===== config.mk =====
export PLATFORM = sky130hd
export DESIGN_NAME = ddr_axi_master
export DESIGN_NICKNAME = d
export VERILOG_FILES = /design/src/rtl/ddr_axi_master.sv
export SDC_FILE = /design/constraint.sdc
export NUM_CORES = 1
export LEC_CHECK = 0
export ABC_CLOCK_PERIOD_IN_PS = 2050
export CORE_AREA = 2 2 278 280
export DETAILED_ROUTE_END_ITERATION = 10
export DIE_AREA = 0 0 280 282
export MAX_ROUTING_LAYER = met4
export REMOVE_ABC_BUFFERS = 1
export SLEW_MARGIN = 20
export SYNTH_ARGS = -nofsm -noshare
export SYNTH_HDL_FRONTEND = slang
export SYNTH_SLANG_ARGS = --single-unit

===== constraint.sdc =====
create_clock -name clk -period 2.05 [get_ports clk]
set_clock_uncertainty 0.1 [all_clocks]
set_input_delay 0.205 -clock clk [delete_from_list [all_inputs] [get_ports clk]]
set_output_delay 0.205 -clock clk [all_outputs]
set_load 0.05 [all_outputs]

===== src/rtl/ddr_axi_master.sv =====
// ddr_axi_master
//   Bridges the data cache's line writeback and line refill requests onto the
//   DDR controller's AXI4 slave port. Each request becomes one single-beat
//   128-bit burst. The read and write engines are independent, so one read
//   and one write can be in flight at the same time.
//
// Ports
//   clk, rst                          clock, synchronous active-high reset
//   wr_addr/wr_data/wr_valid/wr_ready line writeback request; wr_ready rising
//                                     again signals that the write completed
//   rd_addr/rd_avalid/rd_aready       line refill request
//   rd_data/rd_valid/rd_dready        refill data, held until taken
//   M_AXI_AW*/W*/B*                   AXI4 write address/data/response
//   M_AXI_AR*/R*                      AXI4 read address/data
//
// Build option
//   AXI_AW_W_CONCURRENT_EN: issue AW and W together in one state. Each VALID
//   drops on its own handshake. Without the macro, W waits for the AW
//   handshake to finish.
module ddr_axi_master (
  input  logic         clk,
  input  logic         rst,
  input  logic [26:0]  wr_addr,
  input  logic [127:0] wr_data,
  input  logic         wr_valid,
  output logic         wr_ready,
  input  logic [26:0]  rd_addr,
  input  logic         rd_avalid,
  output logic         rd_aready,
  output logic [127:0] rd_data,
  output logic         rd_valid,
  input  logic         rd_dready,
  output logic [26:0]  M_AXI_AWADDR,
  output logic [7:0]   M_AXI_AWLEN,
  output logic [2:0]   M_AXI_AWSIZE,
  output logic [1:0]   M_AXI_AWBURST,
  output logic         M_AXI_AWLOCK,
  output logic [3:0]   M_AXI_AWCACHE,
  output logic [2:0]   M_AXI_AWPROT,
  output logic [3:0]   M_AXI_AWQOS,
  output logic         M_AXI_AWVALID,
  input  logic         M_AXI_AWREADY,
  output logic [127:0] M_AXI_WDATA,
  output logic [15:0]  M_AXI_WSTRB,
  output logic         M_AXI_WLAST,
  output logic         M_AXI_WVALID,
  input  logic         M_AXI_WREADY,
  input  logic [1:0]   M_AXI_BRESP,
  input  logic         M_AXI_BVALID,
  output logic         M_AXI_BREADY,
  output logic [26:0]  M_AXI_ARADDR,
  output logic [7:0]   M_AXI_ARLEN,
  output logic [2:0]   M_AXI_ARSIZE,
  output logic [1:0]   M_AXI_ARBURST,
  output logic [1:0]   M_AXI_ARLOCK,
  output logic [3:0]   M_AXI_ARCACHE,
  output logic [2:0]   M_AXI_ARPROT,
  output logic [3:0]   M_AXI_ARQOS,
  output logic         M_AXI_ARVALID,
  input  logic         M_AXI_ARREADY,
  input  logic [127:0] M_AXI_RDATA,
  input  logic [1:0]   M_AXI_RRESP,
  input  logic         M_AXI_RLAST,
  input  logic         M_AXI_RVALID,
  output logic         M_AXI_RREADY
);

  // Single beat of 16 bytes, incrementing burst, bufferable/modifiable.
  assign M_AXI_AWLEN   = 8'd0;
  assign M_AXI_AWSIZE  = 3'b100;
  assign M_AXI_AWBURST = 2'b01;
  assign M_AXI_AWLOCK  = 1'b0;
  assign M_AXI_AWCACHE = 4'b0011;
  assign M_AXI_AWPROT  = 3'd0;
  assign M_AXI_AWQOS   = 4'd0;
  assign M_AXI_WSTRB   = 16'hFFFF;
  assign M_AXI_WLAST   = M_AXI_WVALID;
  assign M_AXI_ARLEN   = 8'd0;
  assign M_AXI_ARSIZE  = 3'b100;
  assign M_AXI_ARBURST = 2'b01;
  assign M_AXI_ARLOCK  = 2'd0;
  assign M_AXI_ARCACHE = 4'b0011;
  assign M_AXI_ARPROT  = 3'd0;
  assign M_AXI_ARQOS   = 4'd0;

  // Response codes are not acted on; the cache has no error path.
  logic unused_resp;
  assign unused_resp = ^{M_AXI_BRESP, M_AXI_RRESP};

  // ---------------- write engine ----------------
`ifdef AXI_AW_W_CONCURRENT_EN
  typedef enum logic [1:0] {W_IDLE, W_AW_W, W_RESP} w_state_t;
`else
  typedef enum logic [1:0] {W_IDLE, W_ADDR, W_DATA, W_RESP} w_state_t;
`endif
  w_state_t w_state;

  assign wr_ready = (w_state == W_IDLE);

`ifdef AXI_AW_W_CONCURRENT_EN
  // A channel is still pending if its VALID is up and does not fire this cycle.
  logic aw_pend, w_pend;
  assign aw_pend = M_AXI_AWVALID && !M_AXI_AWREADY;
  assign w_pend  = M_AXI_WVALID  && !M_AXI_WREADY;
`endif

  always_ff @(posedge clk) begin
    if (rst) begin
      w_state       <= W_IDLE;
      M_AXI_AWADDR  <= '0;
      M_AXI_WDATA   <= '0;
      M_AXI_AWVALID <= 1'b0;
      M_AXI_WVALID  <= 1'b0;
      M_AXI_BREADY  <= 1'b0;
    end else begin
      case (w_state)
        W_IDLE: if (wr_valid) begin
          M_AXI_AWADDR  <= wr_addr;
          M_AXI_WDATA   <= wr_data;
          M_AXI_AWVALID <= 1'b1;
`ifdef AXI_AW_W_CONCURRENT_EN
          M_AXI_WVALID  <= 1'b1;
          w_state       <= W_AW_W;
`else
          w_state       <= W_ADDR;
`endif
        end
`ifdef AXI_AW_W_CONCURRENT_EN
        W_AW_W: begin
          if (M_AXI_AWREADY) M_AXI_AWVALID <= 1'b0;
          if (M_AXI_WREADY)  M_AXI_WVALID  <= 1'b0;
          if (!aw_pend && !w_pend) begin
            M_AXI_BREADY <= 1'b1;
            w_state      <= W_RESP;
          end
        end
`else
        W_ADDR: if (M_AXI_AWREADY) begin
          M_AXI_AWVALID <= 1'b0;
          M_AXI_WVALID  <= 1'b1;
          w_state       <= W_DATA;
        end
        W_DATA: if (M_AXI_WREADY) begin
          M_AXI_WVALID <= 1'b0;
          M_AXI_BREADY <= 1'b1;
          w_state      <= W_RESP;
        end
`endif
        W_RESP: if (M_AXI_BVALID) begin
          M_AXI_BREADY <= 1'b0;
          w_state      <= W_IDLE;
        end
        default: w_state <= W_IDLE;
      endcase
    end
  end

  // ---------------- read engine ----------------
  typedef enum logic [1:0] {R_IDLE, R_ADDR, R_DATA, R_HOLD} r_state_t;
  r_state_t r_state;

  assign rd_aready = (r_state == R_IDLE);

  always_ff @(posedge clk) begin
    if (rst) begin
      r_state       <= R_IDLE;
      M_AXI_ARADDR  <= '0;
      M_AXI_ARVALID <= 1'b0;
      M_AXI_RREADY  <= 1'b0;
      rd_data       <= '0;
      rd_valid      <= 1'b0;
    end else begin
      case (r_state)
        R_IDLE: if (rd_avalid) begin
          M_AXI_ARADDR  <= rd_addr;
          M_AXI_ARVALID <= 1'b1;
          r_state       <= R_ADDR;
        end
        R_ADDR: if (M_AXI_ARREADY) begin
          M_AXI_ARVALID <= 1'b0;
          M_AXI_RREADY  <= 1'b1;
          r_state       <= R_DATA;
        end
        // rd_valid comes only from a captured beat, so an early rd_dready
        // from the consumer cannot complete the read prematurely.
        R_DATA: if (M_AXI_RVALID && M_AXI_RLAST) begin
          rd_data      <= M_AXI_RDATA;
          rd_valid     <= 1'b1;
          M_AXI_RREADY <= 1'b0;
          r_state      <= R_HOLD;
        end
        R_HOLD: if (rd_dready) begin
          rd_valid <= 1'b0;
          r_state  <= R_IDLE;
        end
        default: r_state <= R_IDLE;
      endcase
    end
  end

endmodule


# Word-level counts from Yosys, hierarchy flattened
# Cells that the tools add are included.
# totals
inputBits,325
reg_bits,320
latch_bits,0
mem_bits_ro,0
out_inout_bits,386
elab_cells,74
memories,0
mem_bits_rw,0
# classes
n_bitwise,0
shifts,0
eq_ne,14
n_mux,28
n_div,0
n_mul,0
reduce_logical,20
addsub,0
magnitude_cmp,0
# ops
cell,n
AND reduction 3 bit,6
two-way mux 2 bit,8
"!= test 2 bit, second input constant",8
case mux 2 bit (4 select lines),2
two-way mux 1 bit,12
case mux 1 bit (2 select lines),6
nonzero test 2 bit,6
"equality test 2 bit, second input constant",4
AND reduction 4 bit,2
AND reduction 2 bit,3
"equality test 2 x 1 -> 1 bit, second input constant",2
logical NOT 2 bit,2
logical AND 1 bit,1

# Logic depth before layout (Yosys ltp)
# Gate-level depths: netlist of run 1.
# logic_depth
word_depth,3
ltp_mapped,7
mapped_depth_nobuf,6

# Worst setup path before layout of run 1
# No wires, ideal clock.
# synth_path
path_kind,register to register
startpoint,reg r_state[0]
endpoint,reg r_state[1]
required_time_ps,1822
arrival_ps,1696
setup_time_ps,128
n_path_buf,0
period_less_slack_ps,1923
path_slack_ps,127
path_stages_with_launch,7
cell_sequence,dfxtp_1 inv_1 ha_1 nor2b_1 a2111oi_4 mux2i_1 nor2_1
# synth_between
elab_chain_len,3
elab_cells_between_ends,10
cone_classes,7 x eq/ne; 1 x mux; 2 x reduce/logical
# synth_rtl
item,line,text
from (decl),160,r_state_t r_state;
from (signal assigned),166,r_state <= R_IDLE;
from (signal assigned),177,r_state <= R_ADDR;
from (signal assigned),182,r_state <= R_DATA;
logical NOT 2 bit (*),n/a,
via rd_aready,29,"output logic rd_aready,"
!= test 2 bit (no line),n/a,
AND reduction 4 bit (no line),n/a,
# Mark *: on every way through the listed nets, which the timed path passes. The rest lies on a longest branch.
# A chain may end at the register's enable or synchronous reset.

# Final worst setup path of run 1
# layout_path
startpoint,reg rd_data[104]
endpoint,out rd_data[104]
# layout_rtl
item,line,text
from (decl),30,"output logic [127:0] rd_data,"
from (signal assigned),170,rd_data <= '0;
from (signal assigned),187,rd_data <= M_AXI_RDATA;
# No word-level cell between the ends.

==> impl_metrics.py, run 1 <==
metrics = {
    "power_and_ir_drop": {
        "clockPowerShare_pct": 30.0,
        "power_density_nw_per_um2": 1180,
        "pwr-share-seq_pct": 31.0,
        "intPower_w": 0.0149,
        "p_comb_share_pct": 39.0,
        "switchingPower_w": 0.00964,
        "ir_drop_mv": 0.715,
        "switching_share_pct": 39.3,
        "total_leakage_power_nw": 9.23,
    },
    "yosys": {
        "ys_ff_latch": 320,
        "netlist_instances": 1495,
        "synth_area_leaders": "dfxtp_1, nand2_1, a21oi_1",
        "synth_cell_types": 25,
        "yosysTopAreaCellShare_pct": 54.1,
        "yosysWarningCount": 0,
        "ys_seq_area_share_pct": 54.1,
        "synth_top_area_cell": "dfxtp_1",
        "syn_area_per_cell_um2": 7.91,
        "synth_area_um2": 11800,
    },
    "setup_path": {
        "critPathTopFamily": "buffers and inverters",
        "start_kind": "register",
        "max_stage_delay_ns": 0.81,
        "cp_slowest_cell": "clkdlybuf4s50_1",
        "setup.worst_path.class": "register to primary output",
        "crit_path_max_fanout": 2,
        "cp.arrival_ns": 1.69,
        "crit_required_ns": 1.75,
        "path_cells": "clkdlybuf4s50_1",
        "crit_buf_inv": 1,
        "endpoint_kind": "primary output",
    },
    "global_routing": {
        "grt_pass1_vias": 11300,
        "grt_pass1_wl_um": 66900,
        "overflow": 0,
        "grt_use_total_pct": 11.3,
        "grt_start_max_net_pins": 65,
        "antenna_found_initial": 1,
    },
    "floorplan": {
        "die_h_um": 282,
        "design.die.area_um2": 79000,
        "fp.coreArea_um2": 75700,
        "io_pins": 711,
        "rows": 101,
        "initial_core_util_pct": 15.6,
        "die_w_um": 280,
    },
    "sta": {
        "final.min_clock_period_ns": 1.99,
        "setup_viol": 0,
        "fin_setup_tns_ns": 0,
        "rsz0062_at_grt": "no",
        "relSlewSlack_pct": 61.5,
        "worstMarginPinSlew_ns": 0.579,
        "slew_violations": 0,
        "holdWs_ns": 0.102,
        "finalHoldViolCount": 0,
        "fmax_ghz": 0.502,
        "period_share_pct": 97.1,
        "setup_slack_ns": 0.0584,
    },
    "drt": {
        "drtPass1Iterations": 4,
        "dr.first_iter.drc_count": 351,
        "vias_per_cell": 3.75,
        "vias": 11800,
        "antenna_left": 0,
        "wire_per_inst_um": 14.7,
        "wl_um": 46200,
        "drcViolationCount": 0,
    },
    "finish": {
        "finish.net_count": 2476,
        "drive_gt1_share_pct": 7.24,
        "final_cell_mix": "nand2_1, clkdlybuf4s50_1, dfxtp_1",
        "syn_to_final_growth_pct": 75.7,
        "final_common_cell": "nand2_1",
        "utilization_pct": 27.5,
        "fillerInstances": 8189,
    },
    "status": {
        "status": "complete, no violations",
    },
    "placed_design": {
        "post-place-ws_ns": 0.0898,
        "gp_congestion": 0.762,
        "dp_hpwl_um": 34600,
        "port_buffers": 639,
    },
    "clocking": {
        "post-cts-setup-buffers": 0,
        "cts_buffers": 39,
        "clkTransAtPathRegs_ns": 0.06,
        "cts.htree.levels": 2,
        "cts_buffer_depth": 3,
        "cts_tree": "done",
        "root_buffer": "clkbuf_16",
        "clk-insertion-delay-late_ns": 0.54,
        "clkSinkCount": 320,
    },
    "job": {
        "max_cap_viol_count": 0,
    },
    "worst_hold_path": {
        "hp-class": "input pin to register",
    },
}
==> cell families after synthesis <==
group / count (synthesis) / share of synthesized area, %
AOI/OAI and AO/OA: 328 / 14.4
adders and majority gates: 11 / 1.16
buffers and inverters: 177 / 8.96
DFF: 320 / 54.1
muxes: 2 / 0.169
other: 2 / 0.0635
and+or+nand+nor: 655 / 21.1
==> final timing paths <==
check	start	slack (ns)	endpoint	cells after the start
max	rd_data[104]	0.06	rd_data[104]	1
min reg2reg	rd_data[13]	0.35	rd_data[13]	2
min	M_AXI_RDATA[95]	0.10	rd_data[95]	3
max reg2reg	w_state[0]	0.17	w_state[1]	7
==> metal layers <==
layer	wire length, µm	GRT usage [%]	share of wire, %	vias to the layer above
li1	-	-	-	5944
met5	0	-	0	-
met1	18100	12.2	39	5299
met2	22400	19.2	48	485
met4	1210	3.43	2.6	0
met3	4510	4.30	9.7	68
==> area by class of cell <==
| class | count | area (µm²) | share of cell area, % |
|---|---|---|---|
| diodes | 1 | 2.50 | 0.0120 |
| clock buffers | 56 | 1150 | 5.54 |
| clock inverters | 14 | 205 | 0.987 |
| multi-input cells | 1063 | 4640 | 22.3 |
| well taps | 978 | 1220 | 5.89 |
| repair buffers | 710 | 7140 | 34.3 |
| flip-flops and latches | 320 | 6410 | 30.8 |
| inverters | 6 | 22.5 | 0.108 |
==> power groups by stage <==
| stage | combinational [W] | clock (W) | sequential [W] |
|---|---|---|---|
| global route | 0.0102 | 0.00787 | 0.00772 |
| detailed placement | 0.00996 | 0 | 0.00776 |
| CTS | 0.00976 | 0.00765 | 0.00762 |
| floorplan | 0.00270 | 0 | 0.0107 |
| global placement | 0.00997 | 0 | 0.00772 |
| finish | 0.00957 | 0.00736 | 0.00760 |
==> synthesized netlist by cell type <==
| library cell | number |
|---|---|
| a2111oi_4 | 2 |
| a211oi_1 | 4 |
| a21oi_1 | 317 |
| a2bb2oi_1 | 1 |
| a31oi_1 | 2 |
| and2_1 | 2 |
| and3_1 | 2 |
| buf_1 | 5 |
| buf_2 | 37 |
| buf_4 | 69 |
| buf_6 | 12 |
| clkbuf_1 | 48 |
| conb_1 | 2 |
| dfxtp_1 | 320 |
| ha_1 | 11 |
| inv_1 | 6 |
| mux2i_1 | 2 |
| nand2_1 | 625 |
| nand2b_1 | 2 |
| nand3_1 | 2 |
| nor2_1 | 14 |
| nor2b_1 | 6 |
| nor4_1 | 2 |
| o21ai_0 | 1 |
| o21bai_1 | 1 |
==> what timing repair did <==
item,4_1_cts,5_1_grt
hold buffers,1,0
gates cloned,0,0
gates resized for setup,127,67
hold endpoints to repair,37,0
setup endpoints to repair,127,67
==> registers in the layout, indices dropped and copies added, names as in the netlist <==
name and cells:
rd_valid 1, M_AXI_BREADY 1, M_AXI_WDATA 128, rd_data 128, M_AXI_AWVALID 1, M_AXI_AWADDR 27
M_AXI_RREADY 1, w_state 2, M_AXI_WLAST 1, r_state 2, M_AXI_ARVALID 1, M_AXI_ARADDR 27
==> stage by stage <==
step           total power, W  instances  cell area [µm²]
5_1_grt                0.0258       3147            20800
3_5_place_dp           0.0177       3076            19400
6_report               0.0245       3148            20800
2_1_floorplan          0.0134       1389            11000
3_3_place_gp           0.0177       3076            19400
4_1_cts                0.0250       3147            20600
(Power assumes the default switching activity.)
==> run 2, diff against run 1 <==
--- a/config.mk
+++ b/config.mk
@@ -10,6 +10,7 @@
 export DETAILED_ROUTE_END_ITERATION = 10
 export DIE_AREA = 0 0 280 282
 export MAX_ROUTING_LAYER = met4
+export RECOVER_POWER = 25
 export REMOVE_ABC_BUFFERS = 1
 export SLEW_MARGIN = 20
 export SYNTH_ARGS = -nofsm -noshare
==> impl_metrics.py, run 2 (same netlist as run 1, synthesis figures left out) <==
metrics = {
    "setup_path": {
        "r2r_cells": 7,
        "path_cells": "clkdlybuf4s50_1",
        "max_stage_delay_ns": 0.81,
        "r2r_slack_ns": 0.17,
        "cp_slowest_cell": "clkdlybuf4s50_1",
        "critPathTopFamily": "buffers and inverters",
        "crit_required_ns": 1.75,
        "cp.arrival_ns": 1.69,
        "crit_buf_inv": 1,
        "start_kind": "register",
        "setup.worst_path.class": "register to primary output",
        "crit_path_max_fanout": 2,
        "timing.rr.end": "M_AXI_WDATA[111]",
        "endpoint_kind": "primary output",
        "rr_startpoint": "w_state[0]",
    },
    "finish": {
        "reg_top3": "M_AXI_WDATA: 128 flops, rd_data: 128 flops",
        "fin_cells": 3148,
        "design_area_um2": 20100,
        "fillerInstances": 8296,
        "drive_gt1_share_pct": 6.82,
        "syn_to_final_growth_pct": 70.0,
        "final_common_cell": "nand2_1",
        "final_cell_mix": "nand2_1, clkdlybuf4s50_1, dfxtp_1",
        "finish.net_count": 2476,
    },
    "drt": {
        "vias_per_cell": 3.76,
        "wire_per_inst_um": 14.7,
        "dr.first_iter.drc_count": 367,
        "vias": 11800,
        "antenna_left": 0,
        "drtPass1Iterations": 4,
        "drcViolationCount": 0,
        "wl_um": 46300,
    },
    "sta": {
        "rsz0062_at_grt": "no",
        "finalHoldViolCount": 0,
        "final.min_clock_period_ns": 1.99,
        "holdWs_ns": 0.102,
        "slew_violations": 0,
        "worstMarginPinSlew_ns": 0.720,
        "period_share_pct": 97.2,
        "relSlewSlack_pct": 52.2,
        "fin_setup_tns_ns": 0,
        "fmax_ghz": 0.502,
        "setup_viol": 0,
    },
    "status": {
        "status": "complete, no violations",
    },
    "power_and_ir_drop": {
        "fin_total_pwr_w": 0.0243,
        "ir_drop_mv": 0.718,
        "total_leakage_power_nw": 7.85,
        "power_density_nw_per_um2": 1210,
    },
    "global_routing": {
        "overflow": 0,
        "grt_use_total_pct": 11.3,
        "grt_start_max_net_pins": 65,
        "grt_pass1_wl_um": 66900,
        "grt_pass1_vias": 11300,
        "antenna_found_initial": 1,
    },
    "floorplan": {
        "fp.coreArea_um2": 75700,
        "die_h_um": 282,
        "rows": 101,
        "io_pins": 711,
        "design.die.area_um2": 79000,
        "initial_core_util_pct": 15.6,
        "die_w_um": 280,
    },
    "placed_design": {
        "dp.cells": 3076,
        "port_buffers": 639,
        "placed_area_um2": 19400,
        "dp_hpwl_um": 34600,
        "gp_congestion": 0.762,
    },
    "worst_hold_path": {
        "whs_path_depth": 3,
        "min-delay-start": "M_AXI_RDATA[95]",
        "holdPathEnd": "rd_data[95]",
        "hp-class": "input pin to register",
    },
    "clocking": {
        "clk-insertion-delay-late_ns": 0.54,
        "root_buffer": "clkbuf_16",
        "cts_tree": "done",
        "cts.htree.levels": 2,
        "clkTransAtPathRegs_ns": 0.06,
        "cts_buffer_depth": 3,
        "cts_buffers": 39,
        "clkSinkCount": 320,
    },
    "job": {
        "max_cap_viol_count": 0,
    },
}
[run 2: cell count changes in the layout (fill, tap and decap cells not counted)]
cell,change
clkbuf_1,+76
and2_1,-1
dlymetal6s2s_1,-67
clkbuf_4,+1
and2_0,+1
buf_6,+2
clkbuf_2,+8
buf_12,-3
buf_4,-17
[run 2: cell type report]
cell class / instances / area, µm² / area share, %
Timing Repair Buffer: 710 / 6470 / 32.1
Sequential cell: 320 / 6410 / 31.8
Multi-Input combinational cell: 1063 / 4640 / 23.1
Tap cell: 978 / 1220 / 6.08
Clock buffer: 56 / 1150 / 5.73
Clock inverter: 14 / 205 / 1.02
Inverter: 6 / 22.5 / 0.112
Antenna cell: 1 / 2.50 / 0.0124
[run 2: worst max path at each step]
stage                                start  cells past startpoint  slack [ns]               end
after CTS                 M_AXI_ARADDR[19]                      1      0.0004  M_AXI_ARADDR[19]
after global routing           rd_data[18]                      1      0.0001       rd_data[18]
after detailed placement          wr_valid                      6        0.09        w_state[1]
after global placement            wr_valid                      6         0.1        w_state[1]
final                         rd_data[104]                      1        0.06      rd_data[104]
after floorplan                 w_state[0]                      5       -2.04   M_AXI_AWADDR[0]
[run 2: repair_timing]
| item | in CTS | in global routing |
|---|---|---|
| gates cloned | 0 | 0 |
| hold buffers | 1 | 0 |
| endpoints found under the setup margin | 127 | 67 |
| buffers inserted | 0 | 0 |
| gates resized for setup | 127 | 67 |
| endpoints found under the hold margin | 37 | 0 |
| pin swaps | 0 | 0 |
[run 2: tightest hold or removal path, cell delays in order]
cell and delay [ns]:
clkdlybuf4s50_1 0.39, nand2_1 0.05, a21oi_1 0.05
[run 2: power by group]
part	internal (W)	switching, W	leakage [nW]
Sequential	0.00714	0.000467	2.61
Combinational	0.00294	0.00636	4.57
Clock	0.00454	0.00283	0.668
[run 2: per-layer routing]
| metal | part of all wire [%] | vias up | track usage [%] |
|---|---|---|---|
| met2 | 48 | 486 | 19.2 |
| met3 | 9.7 | 68 | 4.30 |
| met5 | 0 | - | - |
| li1 | - | 5945 | - |
| met1 | 39 | 5340 | 12.2 |
| met4 | 2.6 | 0 | 3.43 |
[run 2: metrics by stage]
step           setup WS (ns)  utilization [%]
2_1_floorplan          -2.04                -
3_3_place_gp          0.0998             25.6
3_5_place_dp          0.0898             25.6
4_1_cts             0.000412             27.2
5_1_grt             0.000135             26.6
6_report              0.0578             26.6
==> run 3, diff against run 2 <==
--- a/config.mk
+++ b/config.mk
@@ -7,11 +7,13 @@
 export LEC_CHECK = 0
 export ABC_CLOCK_PERIOD_IN_PS = 2050
 export CORE_AREA = 2 2 278 280
+export CTS_CLUSTER_SIZE = 28
 export DETAILED_ROUTE_END_ITERATION = 10
 export DIE_AREA = 0 0 280 282
 export MAX_ROUTING_LAYER = met4
 export RECOVER_POWER = 25
 export REMOVE_ABC_BUFFERS = 1
+export SETUP_SLACK_MARGIN = 0.5
 export SLEW_MARGIN = 20
 export SYNTH_ARGS = -nofsm -noshare
 export SYNTH_HDL_FRONTEND = slang
==> impl_metrics.py, run 3 (same netlist as run 1, synthesis figures left out) <==
metrics = {
    "setup_path": {
        "path_cells": "ha_4, nand3_4, clkbuf_2, buf_4, nand2_1, a21oi_1",
        "cp_slowest_cell": "dfxtp_1",
        "r2r_slack_ns": 0.27,
        "critPathTopFamily": "buffers and inverters",
        "crit_buf_inv": 2,
        "endpoint_kind": "register",
        "r2r_cells": 6,
        "timing.rr.end": "rd_data[115]",
        "start_kind": "register",
        "setup.worst_path.class": "register to register",
        "crit_path_max_fanout": 11,
        "cp.arrival_ns": 2.10,
        "max_stage_delay_ns": 0.48,
        "crit_required_ns": 2.37,
        "rr_startpoint": "r_state[1]",
    },
    "clocking": {
        "clkTransAtPathRegs_ns": 0.06,
        "cts.htree.levels": 2,
        "cts_buffer_depth": 3,
        "cts_tree": "done",
        "clkSinkCount": 320,
        "cts_buffers": 39,
        "clk-insertion-delay-late_ns": 0.54,
        "root_buffer": "clkbuf_16",
    },
    "sta": {
        "slew_violations": 0,
        "relSlewSlack_pct": 51.1,
        "fmax_ghz": 0.562,
        "rsz0062_at_grt": "yes",
        "worstMarginPinSlew_ns": 0.737,
        "final.min_clock_period_ns": 1.78,
        "holdWs_ns": 0.100,
        "period_share_pct": 86.9,
        "finalHoldViolCount": 0,
        "setup_viol": 0,
    },
    "worst_hold_path": {
        "min-delay-start": "M_AXI_RDATA[95]",
        "holdPathEnd": "rd_data[95]",
        "hp-class": "input pin to register",
        "whs_path_depth": 3,
    },
    "finish": {
        "reg_top3": "M_AXI_WDATA: 128 flops, rd_data: 128 flops",
        "fillerInstances": 7994,
        "final_cell_mix": "nand2_1, clkdlybuf4s50_1, dfxtp_1",
        "utilization_pct": 30.1,
        "fin_cells": 3220,
        "drive_gt1_share_pct": 36.8,
        "design_area_um2": 22800,
        "final_common_cell": "nand2_1",
        "finish.net_count": 2548,
        "syn_to_final_growth_pct": 92.8,
    },
    "power_and_ir_drop": {
        "clockPowerShare_pct": 26.0,
        "power_density_nw_per_um2": 1250,
        "total_leakage_power_nw": 9.33,
        "ir_drop_mv": 0.679,
        "switchingPower_w": 0.0117,
        "p_comb_share_pct": 46.3,
        "fin_total_pwr_w": 0.0285,
        "switching_share_pct": 41.2,
        "intPower_w": 0.0167,
        "pwr-share-seq_pct": 27.7,
    },
    "drt": {
        "dr.first_iter.drc_count": 364,
        "wl_um": 55600,
        "antenna_left": 0,
        "vias_per_cell": 3.90,
        "drtPass1Iterations": 4,
        "drcViolationCount": 0,
        "wire_per_inst_um": 17.3,
        "vias": 12600,
    },
    "global_routing": {
        "overflow": 0,
        "grt_start_max_net_pins": 65,
        "antenna_found_initial": 1,
        "grt_pass1_vias": 11300,
        "grt_pass1_wl_um": 67500,
        "grt_use_total_pct": 11.4,
    },
    "floorplan": {
        "fp.coreArea_um2": 75700,
        "io_pins": 711,
        "design.die.area_um2": 79000,
        "initial_core_util_pct": 15.6,
        "rows": 101,
        "die_h_um": 282,
        "die_w_um": 280,
    },
    "placed_design": {
        "dp_hpwl_um": 34600,
        "port_buffers": 639,
        "gp_congestion": 0.762,
        "dp.cells": 3076,
        "placed_area_um2": 19400,
    },
    "status": {
        "status": "complete, no violations",
    },
    "job": {
        "max_cap_viol_count": 0,
    },
}
-- run 3: cell count changes in the layout (fill, tap and decap cells not counted), sizes merged --
cell	change
buf	+145
clkdlybuf4s50	-107
dlygate4sd2	-127
and3	+2
clkbuf	+159
-- run 3: timing repair --
item                       4_1_cts  5_1_grt
setup buffers                    4       28
setup endpoints to repair      621      489
hold buffers                     1        0
pin swaps                        2      375
gates resized for setup       1053      900
cloned                           1       39
hold endpoints to repair        37        0
-- run 3: power groups by stage --
| stage | sequential [W] | combinational (W) | clock (W) |
|---|---|---|---|
| finish | 0.00787 | 0.0132 | 0.00740 |
| global route | 0.00799 | 0.0140 | 0.00787 |
| CTS | 0.00764 | 0.00963 | 0.00765 |
| detailed placement | 0.00776 | 0.00996 | 0 |
| global placement | 0.00772 | 0.00997 | 0 |
| floorplan | 0.0107 | 0.00270 | 0 |
-- run 3: per-layer routing --
metal | wire length [µm] | vias to the layer above | track usage [%]
met3 | 4560 | 76 | 4.18
met2 | 27600 | 509 | 19.3
met1 | 22200 | 5866 | 12.6
li1 | - | 6113 | -
met5 | 0 | - | -
met4 | 1290 | 0 | 3.28
-- run 3: layout make-up --
class	count	area, µm²	share of cell area (%)
timing repair buffer	780	7050	30.9
multi-input combinational	1065	6740	29.5
sequential	320	6410	28.1
tap	978	1220	5.36
clock buffer	56	1150	5.05
clock inverter	14	205	0.899
inverter	6	30.0	0.132
antenna	1	2.50	0.0110
-- run 3: how the worst max path moves through the flow --
| stage | from | endpoint | slack, ns | depth (start not counted) |
|---|---|---|---|---|
| 2_1_floorplan | w_state[0] | M_AXI_AWADDR[0] | -2.04 | 5 |
| 6_report | r_state[1] | rd_data[115] | 0.27 | 6 |
| 3_3_place_gp | wr_valid | w_state[1] | 0.1 | 6 |
| 4_1_cts | w_state[0] | wr_ready | 0.31 | 4 |
| 3_5_place_dp | wr_valid | w_state[1] | 0.09 | 6 |
| 5_1_grt | r_state[1] | M_AXI_ARADDR[17] | 0.13 | 6 |
-- run 3: worst min-delay path, stage by stage --
cell and delay (ns):
clkdlybuf4s50_1 0.39, nand2_1 0.05, a21oi_1 0.05
-- run 3: through the flow --
step,worst slack [ns],setup TNS [ns]
3_3_place_gp,0.0998,0
3_5_place_dp,0.0898,0
4_1_cts,0.310,0
2_1_floorplan,-2.04,-521.02
6_report,0.269,0
5_1_grt,0.125,0
